### src/rtl/uart_resp_arb_if.sv
// Byte-request bus between three sources, the response arbiter and a UART transmitter.
// The slave modport is the arbiter side; the master modport is the source/transmitter side.
interface uart_resp_arb_if;
   logic       req0;
   logic       req1;
   logic       req2;
   logic [7:0] data0;
   logic [7:0] data1;
   logic [7:0] data2;
   logic       tx_done;
   logic       clr_ovf;
   logic       trmt;
   logic [7:0] resp;
   logic [2:0] pend;
   logic [2:0] ovf;
   logic       busy;

   modport slave (
      input  req0, req1, req2, data0, data1, data2, tx_done, clr_ovf,
      output trmt, resp, pend, ovf, busy
   );

   modport master (
      output req0, req1, req2, data0, data1, data2, tx_done, clr_ovf,
      input  trmt, resp, pend, ovf, busy
   );
endinterface

### src/rtl/uart_resp_arb.sv
// Three-source round-robin arbiter feeding one UART transmitter; each source owns a
// single-byte holding slot with a sticky overflow flag.

module uart_resp_slot (
   input  logic       clk,
   input  logic       rst_n,
   input  logic       req,
   input  logic [7:0] data,
   input  logic       gnt,
   input  logic       clr_ovf,
   output logic       pend,
   output logic [7:0] slot_byte,
   output logic       ovf
);
   logic       valid_q, valid_d;
   logic [7:0] data_q, data_d;
   logic       ovf_q, ovf_d;
   logic       drop;

   always_comb begin
      valid_d = valid_q;
      data_d  = data_q;
      drop    = 1'b0;
      if (gnt) begin
         // A request landing on the grant edge refills the slot instead of overflowing.
         valid_d = req;
         if (req) data_d = data;
      end else if (req) begin
         if (!valid_q) begin
            valid_d = 1'b1;
            data_d  = data;
         end else begin
            drop = 1'b1;
         end
      end
      ovf_d = (ovf_q & ~clr_ovf) | drop;
   end

   always_ff @(posedge clk or negedge rst_n) begin
      if (!rst_n) begin
         valid_q <= 1'b0;
         data_q  <= 8'h00;
         ovf_q   <= 1'b0;
      end else begin
         valid_q <= valid_d;
         data_q  <= data_d;
         ovf_q   <= ovf_d;
      end
   end

   assign pend      = valid_q;
   assign slot_byte = data_q;
   assign ovf       = ovf_q;
endmodule

module uart_resp_arb (
   input  logic           clk,
   input  logic           rst_n,
   uart_resp_arb_if.slave bus
);
   localparam int NUM_SRC = 3;

   typedef enum logic {IDLE = 1'b0, WAIT = 1'b1} state_t;

   state_t                    state_q, state_d;
   logic                      trmt_q, trmt_d;
   logic [7:0]                resp_q, resp_d;
   logic [1:0]                last_q, last_d;
   logic [NUM_SRC-1:0]        req_v, gnt_v, pend_v, ovf_v;
   logic [NUM_SRC-1:0][7:0]   data_v, slot_v;
   logic [1:0]                pick, cand;
   logic                      found;

   assign req_v  = {bus.req2, bus.req1, bus.req0};
   assign data_v = {bus.data2, bus.data1, bus.data0};

   for (genvar i = 0; i < NUM_SRC; i++) begin : g_slot
      uart_resp_slot u_slot (
         .clk       (clk),
         .rst_n     (rst_n),
         .req       (req_v[i]),
         .data      (data_v[i]),
         .gnt       (gnt_v[i]),
         .clr_ovf   (bus.clr_ovf),
         .pend      (pend_v[i]),
         .slot_byte (slot_v[i]),
         .ovf       (ovf_v[i])
      );
   end

   // Search starts just past the last winner, so the last winner is checked last.
   always_comb begin
      found = 1'b0;
      pick  = last_q;
      cand  = 2'd0;
      for (int k = 1; k <= NUM_SRC; k++) begin
         cand = 2'((int'(last_q) + k) % NUM_SRC);
         if (!found && pend_v[cand]) begin
            found = 1'b1;
            pick  = cand;
         end
      end
   end

   always_comb begin
      state_d = state_q;
      trmt_d  = 1'b0;
      resp_d  = resp_q;
      last_d  = last_q;
      gnt_v   = '0;
      case (state_q)
         IDLE: begin
            if (found) begin
               gnt_v[pick] = 1'b1;
               resp_d      = slot_v[pick];
               trmt_d      = 1'b1;
               last_d      = pick;
               state_d     = WAIT;
            end
         end
         WAIT: begin
            // tx_done may still read high from the previous byte while trmt is out.
            if (!trmt_q && bus.tx_done) state_d = IDLE;
         end
         default: state_d = IDLE;
      endcase
   end

   always_ff @(posedge clk or negedge rst_n) begin
      if (!rst_n) begin
         state_q <= IDLE;
         trmt_q  <= 1'b0;
         resp_q  <= 8'h00;
         last_q  <= 2'd2;
      end else begin
         state_q <= state_d;
         trmt_q  <= trmt_d;
         resp_q  <= resp_d;
         last_q  <= last_d;
      end
   end

   assign bus.trmt = trmt_q;
   assign bus.resp = resp_q;
   assign bus.pend = pend_v;
   assign bus.ovf  = ovf_v;
   assign bus.busy = (state_q != IDLE);

   a_trmt_pulse: assert property (@(posedge clk) disable iff (!rst_n) trmt_q |=> !trmt_q);
   a_trmt_busy:  assert property (@(posedge clk) disable iff (!rst_n) trmt_q |-> state_q == WAIT);
endmodule

### src/flat_wrapper.sv
// flat-port wrapper written by rule: the top's interface ports become plain ports
module uart_resp_arb_flat 
  (clk, rst_n, bus_req0, bus_req1, bus_req2, bus_data0, bus_data1, bus_data2, bus_tx_done, bus_clr_ovf, bus_trmt, bus_resp, bus_pend, bus_ovf, bus_busy);
  uart_resp_arb_if bus_i ();
  input  logic clk;
  input  logic rst_n;
  input wire logic [$bits(bus_i.req0)-1:0] bus_req0;
  input wire logic [$bits(bus_i.req1)-1:0] bus_req1;
  input wire logic [$bits(bus_i.req2)-1:0] bus_req2;
  input wire logic [$bits(bus_i.data0)-1:0] bus_data0;
  input wire logic [$bits(bus_i.data1)-1:0] bus_data1;
  input wire logic [$bits(bus_i.data2)-1:0] bus_data2;
  input wire logic [$bits(bus_i.tx_done)-1:0] bus_tx_done;
  input wire logic [$bits(bus_i.clr_ovf)-1:0] bus_clr_ovf;
  output wire logic [$bits(bus_i.trmt)-1:0] bus_trmt;
  output wire logic [$bits(bus_i.resp)-1:0] bus_resp;
  output wire logic [$bits(bus_i.pend)-1:0] bus_pend;
  output wire logic [$bits(bus_i.ovf)-1:0] bus_ovf;
  output wire logic [$bits(bus_i.busy)-1:0] bus_busy;
  assign bus_i.req0 = bus_req0;
  assign bus_i.req1 = bus_req1;
  assign bus_i.req2 = bus_req2;
  assign bus_i.data0 = bus_data0;
  assign bus_i.data1 = bus_data1;
  assign bus_i.data2 = bus_data2;
  assign bus_i.tx_done = bus_tx_done;
  assign bus_i.clr_ovf = bus_clr_ovf;
  assign bus_trmt = bus_i.trmt;
  assign bus_resp = bus_i.resp;
  assign bus_pend = bus_i.pend;
  assign bus_ovf = bus_i.ovf;
  assign bus_busy = bus_i.busy;
  uart_resp_arb u_core (.clk(clk), .rst_n(rst_n), .bus(bus_i));
endmodule
### config.mk
export PLATFORM = sky130hd
export DESIGN_NAME = uart_resp_arb_flat
export DESIGN_NICKNAME = d
export VERILOG_FILES = /design/src/rtl/uart_resp_arb_if.sv /design/src/rtl/uart_resp_arb.sv /design/src/flat_wrapper.sv
export SDC_FILE = /design/constraint.sdc
export NUM_CORES = 1
export LEC_CHECK = 0
export ABC_AREA = 1
export BUFFER_PORTS_ARGS = -buffer_cell sky130_fd_sc_hd__buf_4
export CORE_UTILIZATION = 50
export DETAILED_ROUTE_END_ITERATION = 8
export GPL_TIMING_DRIVEN = 1
export PLACE_DENSITY = 0.73
export SLEW_MARGIN = 0
export SYNTH_ARGS = -nofsm -noshare
export SYNTH_HDL_FRONTEND = slang
export SYNTH_HIERARCHICAL = 1
export SYNTH_SLANG_ARGS = --single-unit
export TNS_END_PERCENT = 10
### constraint.sdc
create_clock -name clk -period 2.39 [get_ports clk]
set_input_delay 0.478 -clock clk [delete_from_list [all_inputs] [get_ports clk]]
set_output_delay 0.478 -clock clk [all_outputs]
set_load 0.02 [all_outputs]
==> results of run 1 <==
-- power by group --
group          internal [W]  switching [W]  total (W)  leakage [nW]
clock network      0.000206       0.000240   0.000446        0.0452
registers           0.00106       0.000207    0.00126         0.507
logic               0.00144        0.00210    0.00355          1.07
-- worst min path at each step --
stage	from	slack (ns)	end
2_1_floorplan	rst_n	0.18	u_core/bus.busy
3_3_place_gp	u_core/g_slot[0].u_slot/slot_byte[7]	0.46	u_core/g_slot[0].u_slot/slot_byte[7]
3_5_place_dp	u_core/g_slot[1].u_slot/slot_byte[3]	0.46	u_core/g_slot[1].u_slot/slot_byte[3]
4_1_cts	rst_n	0.18	u_core/g_slot[0].u_slot/slot_byte[1]
5_1_grt	rst_n	0.19	u_core/g_slot[0].u_slot/slot_byte[5]
6_report	rst_n	0.16	u_core/g_slot[0].u_slot/slot_byte[1]
-- layer usage --
| metal | up-vias | part of all wire (%) |
|---|---|---|
| met5 | - | 0 |
| met4 | 0 | 1.9 |
| met3 | 10 | 3.1 |
| met2 | 46 | 48 |
| met1 | 954 | 47 |
| li1 | 1054 | - |
-- per-stage QoR --
step / cell area (um^2) / hold WS, ns / power, W / utilization, %
after CTS: 2890 / 0.176 / 0.00486 / 64.3
after global routing: 3030 / 0.193 / 0.00570 / 67.2
final: 3030 / 0.159 / 0.00526 / 67.2
after global placement: 2810 / 0.457 / 0.00433 / 62.3
after floorplan: 2430 / 0.182 / 0.00361 / -
after detailed placement: 2810 / 0.461 / 0.00439 / 62.3
-- area by class of cell --
cell class              count  area, um^2  area share [%]
clock inverters             2        13.8           0.455
repair buffers             65         526            17.4
multi-input cells         212        1180            38.9
well taps                  52        65.1            2.15
flip-flops and latches     42        1050            34.8
inverters                  31         119            3.93
clock buffers               6        72.6            2.40
-- registers in the layout, indices dropped and copies added (netlist names) --
name                            count
u_core/g_slot.u_slot/pend           3
u_core/bus.trmt                     1
u_core/bus.resp                     8
u_core/g_slot.u_slot/ovf            3
u_core/bus.busy                     1
u_core/last_q                       2
u_core/g_slot.u_slot/slot_byte     24
-- Yosys cell counts, drive strengths merged --
| library cell | count |
|---|---|
| nand2 | 115 |
| nand3 | 56 |
| dfrtp | 41 |
| inv | 31 |
| nor2 | 26 |
| o21ai | 5 |
| buf | 4 |
| ha | 4 |
| clkbuf | 3 |
| o22ai | 3 |
| a21oi | 2 |
| dfstp | 1 |
| nand4 | 1 |
-- logic make-up (layout without fill, tap and decap cells) --
| group | Yosys count | count (layout) | share of synthesized area [%] |
|---|---|---|---|
| and+or+nand+nor | 198 | 198 | 42.2 |
| DFF | 42 | 42 | 43.3 |
| buffers and inverters | 38 | 104 | 9.42 |
| AOI/OAI and AO/OA | 10 | 10 | 2.99 |
| adders and majority gates | 4 | 4 | 2.06 |
-- what timing repair did --
item,CTS,global route
hold buffers,0,0
resized for setup,0,9
buffers inserted,0,10
setup endpoints to repair,0,38
endpoints found under the hold margin,0,0
-- placed cells by master (no fill, tap or decap) --
master	count
sky130_fd_sc_hd__nand2_1	104
sky130_fd_sc_hd__buf_4	62
sky130_fd_sc_hd__dfrtp_1	41
sky130_fd_sc_hd__nand3_1	29
sky130_fd_sc_hd__nand3_2	26
sky130_fd_sc_hd__inv_1	24
sky130_fd_sc_hd__nor2_1	24
sky130_fd_sc_hd__inv_2	6
sky130_fd_sc_hd__nand2_4	6
sky130_fd_sc_hd__clkbuf_8	5
sky130_fd_sc_hd__nand2_2	5
sky130_fd_sc_hd__o21ai_0	4
sky130_fd_sc_hd__o22ai_2	3
sky130_fd_sc_hd__buf_12	3
sky130_fd_sc_hd__nor2_4	2
sky130_fd_sc_hd__a21oi_1	2
sky130_fd_sc_hd__ha_4	2
sky130_fd_sc_hd__ha_1	2
sky130_fd_sc_hd__clkinv_2	1
sky130_fd_sc_hd__clkinv_4	1
sky130_fd_sc_hd__clkbuf_1	1
sky130_fd_sc_hd__inv_4	1
sky130_fd_sc_hd__o21ai_1	1
sky130_fd_sc_hd__nand3_4	1
sky130_fd_sc_hd__nand4_1	1
sky130_fd_sc_hd__dfstp_2	1
==> out/summary.md, run 1 <==
In the final design database the tool counted 392 nets. Measured against its own limit, the worst slew margin works out to 65.1%. For this design, the sink count on the clock tree is 42. TritonCTS built the clock tree. Walking the worst path, the cells encountered are ha_4 -> inv_4 -> nand2_2 -> nand3_2 -> nand2_2 -> nand3_4 -> inv_2 -> nand2_1 -> nand2_2 -> nor2_1 -> inv_1 -> a21oi_1 -> inv_1 -> nand2_4 -> nand2_4 -> nand2_1 -> nand2_1. The critical path starts at u_core/last_q[1].

The global routing met1 resource utilization was 29.3%; the final weighted congestion in routability-driven placement was 0.878. The clock passes through at most 2 buffers. Clock input transition at the sequential cells of the worst setup and hold paths: 0.08 ns. The critical path runs through a total of 17 cells. For the finished layout, the period the worst path requires is 2.24 ns.

The share of the synthesized area in the top cell type was 42.2%. Count of maximum capacitance violations: 0. sky130_fd_sc_hd__dfrtp_1 takes more of the synthesized area than any other cell. The final critical path takes up 93.7% of the cycle. The tools report the initial antenna violation count as 0. The average via count per standard cell is 5.03. Between clock sinks in the finished design, the worst skew comes to 0.00436 ns. For this run, design rule violations remaining after detail routing come to 0. The clock reaches the later pin of the worst-skew pair after 0.29 ns. In the final routed layout, each cell accounts on average for 13.0 um.

The floorplan has 24 rows. The number of H-tree branching levels was 2. Synthesis produced a netlist with a net count of 327. The largest individual stage delay along the critical path comes from the cell sky130_fd_sc_hd__dfstp_2. The run gives 410 as the filler-free cell count of the finished design. The kind of critical path was reg -> reg. The critical register-to-register path startpoint was u_core/last_q[1]. Setup total negative slack on the finished layout was measured at 0 ns. The run gives 2064 as the number of vias in the routed layout. The tools report the critical path endpoint category as a flop. The tools report the largest net degree at the start of global routing as 43. The number of library cell types mapped by synthesis is 21, and the synthesized area per cell is 8.32 um^2.

The worst hold path belongs to the class in -> async. The first TritonRoute pass finished after 4 iterations. The first global-routing pass estimated 8690 um of wire. Number of global-route vias before repair: 1929.

The achievable frequency is 0.446 GHz. For the worst flop-to-flop path, the logic depth is 17. The filler cells instantiated in the layout total 404. The worst ir drop on vdd is 0.00107 V, and the power density of the placed cells is 1740 nW/um^2. The tools report the top-level port count as 47.

STA puts the critical path data required time at 2.58 ns. The TritonCTS buffer count was 5; the area growth from synthesis to layout was 24.6%. The tools report the critical path arrival as 2.43 ns. The logs give 0 for the final count of hold timing violations and 111 for the violation count after the first detailed-routing iteration. The analysis attributes to cell leakage a power of 1.62 nW.

The floorplan step set the die height to 71.7 um. The tools report the cell at the root of the clock tree as sky130_fd_sc_hd__clkbuf_8. Synthesis produced 292 cells. The number of antenna cells inserted is 0, and the synthesis-stage register bit count is 42. The cell area that synthesis handed to floorplanning was 2430 um^2. The run gives 0 as the number of antenna-violating nets in the routed design.

The run gives 6 as the total number of yosys warnings. By area the synthesized netlist is led by sky130_fd_sc_hd__dfrtp_1, sky130_fd_sc_hd__nand2_1, sky130_fd_sc_hd__nand3_2. On the worst path, the slowest cell contributes a delay of 0.59 ns.

The fraction of final layout cells with drive strength greater than 1 was 34.9%. The final count of negative-setup-slack endpoints is 0, and the maximum fanout count along the critical path is 8. During placement, the flow inserted port buffers numbering 46. Timing analysis after detailed placement gives a worst setup slack of 0.0380 ns. Detailed placement ended at an HPWL of 3890 um. After layout, the worst setup slack is 0.150 ns. Global routing used 21.9% of the available tracks. The sequential fraction of the synthesis area is 43.3%, and the max-slew violation count is 0. The total placed cells including tap cells is 392. The critical path ends at u_core/g_slot[0].u_slot/slot_byte[2]. Most heavily used metal layer in global routing: met2. The floorplan step defined a core boundary enclosing 4500 um^2. Together, buffers and inverters on the worst path number 4. The flow ran to the end, and the final reports show no timing, DRC or antenna violations.

In this run the horizontal extent of the chip is 71.7 um. The transition at the pin with the smallest max-transition slack is 0.523 ns. Sum of overflow across all layers after global routing: 0. Nature of the critical path startpoint: a flop.

The cell family with the largest share of critical-path delay is simple AND/OR/NAND/NOR gates. For the aggregate routed wire length, the log shows 5350 um. The overall die area is 5140 um^2, and the reg2reg setup slack is 0.15 ns. The run gives 4.50% as the met3 track utilization from global routing. The end of the worst register-to-register path is u_core/g_slot[0].u_slot/slot_byte[2]. Once the floorplan was initialized, standard cells occupied 53.9% of the core. For this run, global-route usage on met2 was measured as 35.3%.
(Power assumes the default switching activity.)
==> run 2, diff against run 1 <==
Settings changed: RECOVER_POWER set to 100.
==> out/summary.md, run 2 (synthesis results as in run 1) <==
Clock input transition at the sequential cells of the worst setup and hold paths: 0.08 ns. TritonCTS built the clock tree. In the global route stage, met2 resource usage came out at 35.3%. The clock latency of the later-clocked register in the worst-skew pair is 0.29 ns. The max-slew violation count is 0, and the average via count per standard cell is 5.02. Dividing the detail-routed wire length by the instance count gives 13.0 um. Data on the critical path is required at its endpoint by 2.58 ns.

The die covers 5140 um^2. Setup violations remaining at the end of the flow were counted as 0. The transition at the pin with the smallest max-transition slack came out at 1.03 ns. Summing all flip-flop and latch instances after layout gives 1050 um^2. Cells with a size suffix above 1 make up 30.4% of the layout. The tightest min-delay check is of the in -> async type. Leaving out fill and tap cells, the most frequent cells in the layout are sky130_fd_sc_hd__nand2_1, sky130_fd_sc_hd__buf_4, sky130_fd_sc_hd__dfrtp_1. Along the worst path, the maximum fanout reaches 8. The global routing stage identified its most utilized layer as met2.

The first TritonRoute pass finished after 4 iterations. The setup path with the least slack is of type reg -> reg. The die is 71.7 um tall. Final count of hold timing violations: 0. For this run, global-route usage on met3 was measured as 4.50%.

The first routing iteration left 119 violations. For the top-level port count, the log shows 47. TritonCTS created 5 clock buffers. STA puts the critical path data arrival time at 2.43 ns. The final critical path time including I/O delays and setup came out at 2.25 ns. Across the run, the number of max-cap violations was 0. The first global-routing pass estimated 8690 um of wire. Summed over all layers, the global routing overflow is 0. For the number of vias in the routed layout, the log shows 2058. Cell at the root of the clock tree: sky130_fd_sc_hd__clkbuf_8. Final cell area excluding filler cells: 2960 um^2. The number of global-route vias before repair came out at 1929.

For the number of antenna cells inserted, the log shows 0. On the final layout, the worst clock skew is 0.00551 ns. Based on the critical path, the design can be clocked at up to 0.445 GHz. IR analysis of the VDD net gives a maximum drop of 0.00104 V. Dividing the final minimum period by the clock period gives 94.0%. The worst setup path is launched from a flop. The logs give 0 for the initial antenna violation count and 0.878 for the final weighted congestion in routability-driven placement. From synthesis to final layout, the design area changed by 22.0%.

For this run, the share of the core covered by cells in the final layout is 65.8%. The flip-flop count of the largest register after layout is 24, and the reported leakage power is 1.57 nW. Detailed placement HPWL: 3890 um. The clock net in this run drives a total of 42 sinks. Dividing total power by cell area gives a power density of 1740 nW/um^2. The worst setup path is captured at a flop.

The run gives 31.7% as the relative slew slack. The maximum count of clock buffers along a single path came out at 2. For the largest net degree at the start of global routing, the log shows 43. The flow ran to the end, and the final reports show no timing, DRC or antenna violations. The placement-stage cell area was 2810 um^2; the aggregate routed wire length was 5340 um. The design draws 0.00516 W. After detailed routing, the number of remaining DRC violations is 0. The die is 71.7 um wide. The number of antenna-violating nets in the routed design is 0, and the count of input and output buffers is 46. Summing all multi-input logic gate instances after layout gives 1180 um^2. Across every metal layer, demand over resource in global routing totals 21.9%. For this run, the post-layout net count is 392.

The logs give 0.14 ns for the reg2reg setup slack and 53.9% for the starting density of the core. The H-tree was split into 2 levels. The core region is 4500 um^2.

The leading cell type in the layout, fill and taps excluded is sky130_fd_sc_hd__nand2_1. Global routing consumed, on the met1 layer, 29.3% of the routing resources. The placement row count was 24. Fill cells in the final layout number 422.

For the count of hold-fix buffers inserted at cts, the log shows 0.
==> run 2: path summary, 6_finish.rpt <==
kind,from,to,cells after the start
worst max-delay path,u_core/last_q[1],u_core/g_slot[0].u_slot/slot_byte[2],17
worst min-delay path,rst_n,u_core/g_slot[0].u_slot/slot_byte[1],1
worst max register to register,u_core/last_q[1],u_core/g_slot[0].u_slot/slot_byte[2],17
worst min register to register,u_core/g_slot[1].u_slot/slot_byte[3],u_core/g_slot[1].u_slot/slot_byte[3],2
max in group asynchronous,rst_n,u_core/g_slot[2].u_slot/slot_byte[5],1
min in group clk,bus_data2[5],u_core/g_slot[2].u_slot/slot_byte[5],3
==> run 2: per-layer routing <==
layer | share of wire [%] | wire (um)
met1 | 48 | 2550
met2 | 48 | 2550
met3 | 2.7 | 145
met4 | 1.8 | 94
met5 | 0 | 0
==> run 2: power by group <==
| group | leakage, nW | total (W) | switching (W) | internal, W |
|---|---|---|---|---|
| clock | 0.0452 | 0.000448 | 0.000242 | 0.000206 |
| sequential | 0.507 | 0.00126 | 0.000204 | 0.00106 |
| combinational | 1.01 | 0.00345 | 0.00211 | 0.00135 |
==> run 2: critical path, stage by stage, from the launching register on <==
cell and delay (ns):
sky130_fd_sc_hd__dfstp_2 0.59, sky130_fd_sc_hd__ha_4 0.24, sky130_fd_sc_hd__inv_4 0.09, sky130_fd_sc_hd__nand2_2 0.05
sky130_fd_sc_hd__nand3_2 0.07, sky130_fd_sc_hd__nand2_2 0.11, sky130_fd_sc_hd__nand3_4 0.15, sky130_fd_sc_hd__inv_2 0.05
sky130_fd_sc_hd__nand2_1 0.06, sky130_fd_sc_hd__nand2_2 0.07, sky130_fd_sc_hd__nor2_1 0.08, sky130_fd_sc_hd__inv_1 0.05
sky130_fd_sc_hd__a21oi_1 0.11, sky130_fd_sc_hd__inv_1 0.08, sky130_fd_sc_hd__nand2_4 0.11, sky130_fd_sc_hd__nand2_4 0.10
sky130_fd_sc_hd__nand2_1 0.09, sky130_fd_sc_hd__nand2_1 0.05
==> run 2: metrics by stage <==
step                setup TNS, ns  worst slack [ns]  hold slack [ns]  instances
floorplan                       0             0.201            0.182        292
global placement                0            0.0781            0.457        392
detailed placement              0            0.0380            0.461        392
CTS                             0            0.0193            0.176        400
global route              -0.0302           -0.0121            0.408        410
finish                          0             0.144            0.352        410
==> run 2: area by class of cell <==
| class | instances | area share [%] |
|---|---|---|
| clock inverter | 2 | 0.464 |
| multi-input combinational | 212 | 39.8 |
| sequential | 42 | 35.5 |
| clock buffer | 6 | 2.45 |
| inverter | 31 | 4.01 |
| tap | 52 | 2.20 |
| timing repair buffer | 65 | 15.6 |
==> run 2: what timing repair did <==
item	CTS	global route
resized for setup	0	9
endpoints found under the setup margin	0	38
setup buffers	0	10
